$ cat src/rtl/fetch_unit.sv
// rtl/fetch_unit.sv - instruction fetch stage with credit-limited prefetch queue
module fetch_unit #(
  parameter int                 WIDTH    = 32,
  parameter int                 DEPTH    = 4,
  parameter logic [WIDTH-1:0]   RESET_PC = '0
) (
  input  logic             clk,
  input  logic             rst,
  input  logic             redirect,
  input  logic [WIDTH-1:0] redirect_pc,
  output logic             mem_req_valid,
  input  logic             mem_req_ready,
  output logic [WIDTH-1:0] mem_req_addr,
  input  logic             mem_resp_valid,
  input  logic [WIDTH-1:0] mem_resp_data,
  output logic             instr_valid,
  input  logic             instr_ready,
  output logic [WIDTH-1:0] instr,
  output logic [WIDTH-1:0] instr_pc
);

  localparam int AW = $clog2(DEPTH);
  localparam int CW = AW + 1;
  localparam logic [CW:0]   LP_DEPTH_W = (CW+1)'(DEPTH);
  localparam logic [CW-1:0] LP_FULL    = CW'(DEPTH);
  localparam logic [WIDTH-1:0] LP_STEP = WIDTH'(4);

  logic [WIDTH-1:0] r_q_instr [DEPTH];
  logic [WIDTH-1:0] r_q_pc    [DEPTH];
  logic [AW-1:0]    r_wr_ptr;
  logic [AW-1:0]    r_rd_ptr;
  logic [CW-1:0]    r_count;
  // total requests accepted by memory and not yet answered, stale ones included
  logic [CW-1:0]    r_outstanding;
  // how many of the oldest outstanding responses belong to a flushed stream
  logic [CW-1:0]    r_discard;
  logic [WIDTH-1:0] r_fetch_pc;
  logic [WIDTH-1:0] r_resp_pc;

  logic [CW:0] w_used;
  logic        w_req_valid;
  logic        w_req_fire;
  logic        w_drop;
  logic        w_push;
  logic        w_pop;
  logic        w_instr_valid;

  // queued plus in-flight words may never exceed the queue size, so every response has a slot;
  // gated with rst so nothing is requested while reset is held
  assign w_used        = {1'b0, r_count} + {1'b0, r_outstanding};
  assign w_req_valid   = rst && !redirect && (w_used < LP_DEPTH_W);
  assign w_req_fire    = w_req_valid && mem_req_ready;
  assign w_drop        = (r_discard != '0);
  assign w_push        = mem_resp_valid && !redirect && !w_drop;
  assign w_instr_valid = (r_count != '0);
  assign w_pop         = w_instr_valid && instr_ready && !redirect;

  assign mem_req_valid = w_req_valid;
  assign mem_req_addr  = r_fetch_pc;
  assign instr_valid   = w_instr_valid;
  assign instr         = w_instr_valid ? r_q_instr[r_rd_ptr] : '0;
  assign instr_pc      = w_instr_valid ? r_q_pc[r_rd_ptr]    : '0;

  // control state: PCs, queue pointers and the in-flight / discard bookkeeping
  always_ff @(posedge clk or negedge rst) begin
    if (!rst) begin
      r_fetch_pc    <= RESET_PC;
      r_resp_pc     <= RESET_PC;
      r_wr_ptr      <= '0;
      r_rd_ptr      <= '0;
      r_count       <= '0;
      r_outstanding <= '0;
      r_discard     <= '0;
    end else if (redirect) begin
      // everything still in flight after this cycle is stale, including what was already marked
      r_fetch_pc    <= redirect_pc;
      r_resp_pc     <= redirect_pc;
      r_wr_ptr      <= '0;
      r_rd_ptr      <= '0;
      r_count       <= '0;
      r_outstanding <= r_outstanding - CW'(mem_resp_valid);
      r_discard     <= r_outstanding - CW'(mem_resp_valid);
    end else begin
      if (w_req_fire) begin
        r_fetch_pc <= r_fetch_pc + LP_STEP;
      end
      r_outstanding <= r_outstanding + CW'(w_req_fire) - CW'(mem_resp_valid);
      if (mem_resp_valid && w_drop) begin
        r_discard <= r_discard - CW'(1);
      end
      if (w_push) begin
        r_wr_ptr  <= r_wr_ptr + AW'(1);
        r_resp_pc <= r_resp_pc + LP_STEP;
      end
      if (w_pop) begin
        r_rd_ptr <= r_rd_ptr + AW'(1);
      end
      r_count <= r_count + CW'(w_push) - CW'(w_pop);
    end
  end

  // queue storage; contents are only visible while the entry is counted as valid
  always_ff @(posedge clk) begin
    if (w_push) begin
      r_q_instr[r_wr_ptr] <= mem_resp_data;
      r_q_pc[r_wr_ptr]    <= r_resp_pc;
    end
  end

  // a response must match an accepted request, and the credit rule keeps the queue from overflowing
  a_resp_has_req: assert property (@(posedge clk) disable iff (!rst)
    !(mem_resp_valid && (r_outstanding == '0)));
  a_no_overflow: assert property (@(posedge clk) disable iff (!rst)
    !(w_push && (r_count == LP_FULL)));

endmodule

$ cat config.mk
export PLATFORM = sky130hd
export DESIGN_NAME = fetch_unit
export DESIGN_NICKNAME = d
export VERILOG_FILES = /design/src/rtl/fetch_unit.sv
export SDC_FILE = /design/constraint.sdc
export NUM_CORES = 1
export LEC_CHECK = 0
export BUFFER_PORTS_ARGS = -buffer_cell sky130_fd_sc_hd__buf_2
export CAP_MARGIN = 10
export CORE_ASPECT_RATIO = 2
export CORE_MARGIN = 1.5
export CORE_UTILIZATION = 55
export CTS_BUF_LIST = sky130_fd_sc_hd__clkbuf_4
export CTS_CLUSTER_SIZE = 16
export DETAILED_ROUTE_END_ITERATION = 6
export PLACE_DENSITY = 0.88
export RECOVER_POWER = 25
export SLEW_MARGIN = 5
export SYNTH_ARGS = -nofsm -noshare
export SYNTH_HDL_FRONTEND = slang
export SYNTH_SLANG_ARGS = --single-unit
$ cat constraint.sdc
create_clock -name clk -period 5.4 [get_ports clk]
set_input_delay 1.08 -clock clk [delete_from_list [all_inputs] [get_ports clk]]
set_output_delay 1.08 -clock clk [all_outputs]
set_load 0.1 [all_outputs]
# After elaboration in Yosys (flattened, before gate mapping)
# Memories as Yosys holds them, arrays and structs flattened.
# Index checks and enable logic that the tools add are counted.
# Widths: inputs -> output; s select.
dict set report word_totals {
  register_bits 77
  mem_bits_rw 256
  input_bits 70
  output_inout_bits 98
  wordCells 53
  n_memories 2
}
dict set report classes {
  addsub 11
  n_lt_le_gt_ge 1
  muxes 16
  reduce_logical 16
}
# name depth width rd rd_ports_with_merged_regs write_ports line_no
set mem_list {}
lappend mem_list {r_q_instr 4 32 1 0 1 28} ;# logic [WIDTH-1:0] r_q_instr [DEPTH];
lappend mem_list {r_q_pc 4 32 1 0 1 29} ;# logic [WIDTH-1:0] r_q_pc [DEPTH];
# cell n
set ops {}
lappend ops {{$mux 32} 6}
lappend ops {{$add 32x3->32 const B} 2}
lappend ops {{$mux 3} 4}
lappend ops {{$sub 3x1->3} 3}
lappend ops {{$logic_and 1x1->1} 8}
lappend ops {{$mux 2} 4}
lappend ops {{$reduce_bool 2->1} 4}
lappend ops {{$add 3x1->3} 2}
lappend ops {{$reduce_bool 3->1} 2}
lappend ops {{$add 2x1->2 const B} 2}
lappend ops {{$add 3x3->4} 1}
lappend ops {{$lt 4x3->1 const B} 1}
lappend ops {{$sub 3x1->3 const B} 1}
lappend ops {{$logic_not 1->1} 2}
lappend ops {{$mux 1} 2}

# Longest topological paths before layout
dict set report logic_depth {
  depth_word 7
  depth_mapped 14
  depth_no_buf 12
}

# Worst setup path before layout
# No wires, ideal clock.
dict set report synth_path {
  kind {reg2out}
  startpoint {register r_count[1]}
  endpoint {output port instr_pc[22]}
  arrival_time_ps 2416
  required_ps 4320
  slack_ps 1904
  path_stages_with_launch 4
  n_path_buf 1
  cell_sequence {dfrtp_1 > or3_1 > clkbuf_1 > and2_1}
}
dict set report synth_between {
  elab_chain_len 2
}
# element line_no
set synth_rtl {}
lappend synth_rtl {{start, declared} 32} ;# logic [CW-1:0] r_count;
lappend synth_rtl {{start signal, assigned} 98} ;# r_count <= r_count + CW'(w_push) - CW'(w_pop);
lappend synth_rtl {{$reduce_bool 3->1} 55} ;# assign w_instr_valid = (r_count != '0);
lappend synth_rtl {{via instr_valid} 16} ;# output logic instr_valid,
lappend synth_rtl {{$mux 32} 62} ;# assign instr_pc = w_instr_valid ? r_q_pc[r_rd_ptr] : '0;
lappend synth_rtl {{end, declared} 19} ;# output logic [WIDTH-1:0] instr_pc
# The timed path passes the listed nets, and every way through them passes these cells.

# Final worst setup path
dict set report layout_path {
  startpoint {register r_rd_ptr[0]}
  endpoint {output port instr_pc[28]}
}
dict set report layout_between {
  elab_chain_len 2
}
# element line_no
set layout_rtl {}
lappend layout_rtl {{start, declared} 31} ;# logic [AW-1:0] r_rd_ptr;
lappend layout_rtl {{start signal, assigned} 96} ;# r_rd_ptr <= r_rd_ptr + AW'(1);
lappend layout_rtl {{$mem_v2 4x32} -}
lappend layout_rtl {{$mux 32} 62}
# Every way passes these cells.

==> results.md <==
- Clk buf depth: 3
- Adder-cell share of the synthesized area: 0.0171
- Critical Path Start Type: flop
- Max-cap violations: 0
- Via Count: 8436
- Number of flops mapped to enable cells by yosys: 256
- Final std cell area, no fill: 0.0161 mm^2
- Yosys cell types: 47
- Final core occ: 0.641
- Clk Latency, worst-skew pair: 0.68 ns
- Post-Route Skew: 0.0380 ns
- Starting Density: 0.560
- Final #Nets: 1176
- Mapped cell area: 0.0141 mm^2
- Initial antenna violation count: 2
- RSZ-0062 raised after global routing: false
- Top-level port count: 168
- VDD IR max: 515 uV
- Antenna Nets Post-Route: 0
- Asr flop ratio synth: 0.231
- Post-synth top flop: edfxtp_1
- Hold Vio Cnt, Final: 0
- Overall power: 8.81 mW
- FMAX: 239 MHz
- Largest family of logic cells by synthesized area: multiplexers
- Vias in the first global route: 8814
- Standard-cell rows: 82
- Root cell of the clock tree: clkbuf_4
- WL/cell: 19.0 um
- CTS buffer count: 69
- Clock period minus final worst setup slack: 4.18 ns
- Final period utilization: 0.774
- Commonest non-fill, non-tap cell in the layout: edfxtp_1
- Synth Area in Compound Gates: 0.0439
- Final slew viol count: 0
- Crit path largest cell delay: 1.01 ns
- Setup TNS: 0 ns
- Critical Path RT: 4.32 ns
- Post-synthesis mux area share: 0.111
- Sequential share of the synthesized area: 0.683
- HP Class: reg -> reg
- CTS tree: done
- Lkg Pwr: 5.90 nW
- Residual DRC count: 0
- Syn_nets: 969
- H-tree depth: 3
- Cell Pwr Density: 547 mW/mm^2
- GPL Wtd Cong: 0.896
- Simple-Gate Fraction of Synth Area: 0.0992
- Actual slew at the worst max-slew pin: 0.992 ns
- Clock-pin slew on the worst setup and hold paths: 0.07 ns
- CTS Hold Bufs: 0
- DRT Wirelength: 28100 um
- Worst EP arrival: 3.10 ns
- CP Cell Sequence: buf_4 > mux4_2 > and2_1 > buf_2
- Commonest cells after routing, fill and taps aside: edfxtp_1 (256), buf_2 (134), clkbuf_4 (92), dfrtp_1 (75), and2_1 (70)
- Die ar.: 0.0266 mm^2
- Cell Area, Placed: 0.0153 mm^2
- Post-DP HPWL: 18200 um
- Syn Inst Count: 881
- IO buf count: 167
- Drt first pass iters: 5
- Grt total ovfl: 0
- Post-synthesis xor/xnor area fraction: 0.0255
- Mean Syn Cell Area: 16.0 um^2
- Die W: 116 um
- Total Routing Usage GR: 0.220
- Critical-path maximum fanout: 44
- Drt initial violations: 488
- WS Path Type: reg -> out
- Setup repair bufs after CTS: 0
- Die Y: 229 um
- Post-Layout Cell Count: 1477
- CTS sink count: 333
- Status: complete, no violations
- CP Capture Type: primary output
- Rel. slew slack: 0.338
- Largest net degree at the start of global routing: 78
- Critical path's slowest cell: dfrtp_4
- First-pass GRT wire length: 44200 um
- Fraction of layout cells with a size suffix above 1: 0.304
- Cells after DPL: 1353
- Core Area: 0.0251 mm^2
- Synth Register Bits: 333
- Vias per std cell: 5.71
- Yosys warnings: 0
- CTS resizes: 0
- P&R area growth vs syn: 14.4%
- Final Setup Violations: 0
-- path summary, 6_finish.rpt --
kind | slack, ns | cells past startpoint | to | startpoint
setup / recovery | 1.22 | 4 | instr_pc[28] | r_rd_ptr[0]$_DFFE_PN0P_
hold / removal | 0.52 | 0 | r_q_pc[0][1]$_DFFE_PP_ | r_resp_pc[1]$_DFFE_PN0P_
setup reg to reg | 2.47 | 6 | r_q_pc[2][21]$_DFFE_PP_ | r_discard[0]$_DFFE_PN0P_
hold reg to reg | 0.52 | 0 | r_q_pc[0][1]$_DFFE_PP_ | r_resp_pc[1]$_DFFE_PN0P_
max in group asynchronous | 4.02 | 2 | r_rd_ptr[0]$_DFFE_PN0P_ | rst
min in group asynchronous | 0.66 | 2 | mem_req_addr[1]$_DFFE_PN0P_ | rst
-- cell families (layout without fill, tap and decap cells) --
group | after synthesis | in the layout
multiplexers | 75 | 75
other | 0 | 2
XOR/XNOR | 41 | 41
flip-flops | 333 | 333
buffers and inverters | 68 | 326
AO/OA/AOI/OAI | 98 | 98
adder cells (fa/ha/maj) | 18 | 18
AND/OR/NAND/NOR | 248 | 248
-- report_power, final --
part | switching, mW | total [mW] | internal, mW
registers | 0.230 | 3.17 | 2.94
clock network | 0.897 | 1.80 | 0.900
logic | 3.04 | 3.85 | 0.806
-- cells in the mapped netlist, types with 3 or more instances --
| cell type | number | area, um^2 |
|---|---|---|
| and4_1 | 3 | 26.3 |
| xor2_1 | 25 | 219 |
| a21oi_1 | 6 | 30.0 |
| a31oi_1 | 6 | 37.5 |
| nand4_1 | 24 | 150 |
| buf_4 | 3 | 22.5 |
| dfrtp_1 | 77 | 1930 |
| buf_1 | 9 | 33.8 |
| o21ai_0 | 51 | 255 |
| buf_2 | 8 | 40.0 |
| clkbuf_1 | 23 | 86.3 |
| nor4_2 | 3 | 37.5 |
| and2_1 | 74 | 463 |
| and3_1 | 13 | 81.3 |
| a41oi_1 | 6 | 52.6 |
| o311ai_0 | 5 | 43.8 |
| nor3_1 | 6 | 30.0 |
| o211ai_1 | 9 | 67.6 |
| mux4_2 | 64 | 1440 |
| ha_1 | 16 | 200 |
| xnor2_1 | 16 | 140 |
| edfxtp_1 | 256 | 7690 |
| nor4_1 | 3 | 18.8 |
| nand3_1 | 29 | 145 |
| mux2_2 | 9 | 101 |
| o311ai_1 | 13 | 114 |
| inv_1 | 22 | 82.6 |
| nand2_1 | 53 | 199 |
| nand2b_1 | 3 | 18.8 |
| nor2_1 | 22 | 82.6 |
| or3_1 | 3 | 18.8 |
-- cell type report --
type                    instances  area, um^2
diodes                          2        5.00
clock buffers                  92         691
clock inverters                30         174
fillers                      1837        9030
inverters                      24        90.1
multi-input cells             480        4190
flip-flops and latches        333        9620
well taps                     336         420
repair buffers                180         921
-- registers in the layout, summed over array words and instances, names as in the netlist --
signal,cells
r_q_pc,128
r_q_instr,128
r_discard,3
r_outstanding,3
r_count,3
r_resp_pc,32
r_wr_ptr,2
mem_req_addr,32
r_rd_ptr,2
-- per-layer routing --
metal / track usage / routed length (um) / vias up
met3: 0.0331 / 1130 / 62
met2: 0.394 / 15500 / 276
met4: 0.122 / 1030 / 0
met5: 0 / 0 / -
li1: - / - / 3853
met1: 0.243 / 10400 / 4245
-- worst max-delay path, delay by kind of cell (launching register included) --
kind	cells	cell delay (ns)
buffers and inverters	2	0.68
AND/OR/NAND/NOR	1	0.17
multiplexers	1	0.56
flip-flops	1	1.01
-- metrics by stage --
stage,hold WS (ns),setup slack (ns)
final,0.520,1.22
after global routing,0.544,0.982
after CTS,0.525,1.05
after detailed placement,0.510,1.74
after global placement,0.491,1.83
after floorplan,0.476,1.90
Power figures use the tool's default switching activity.
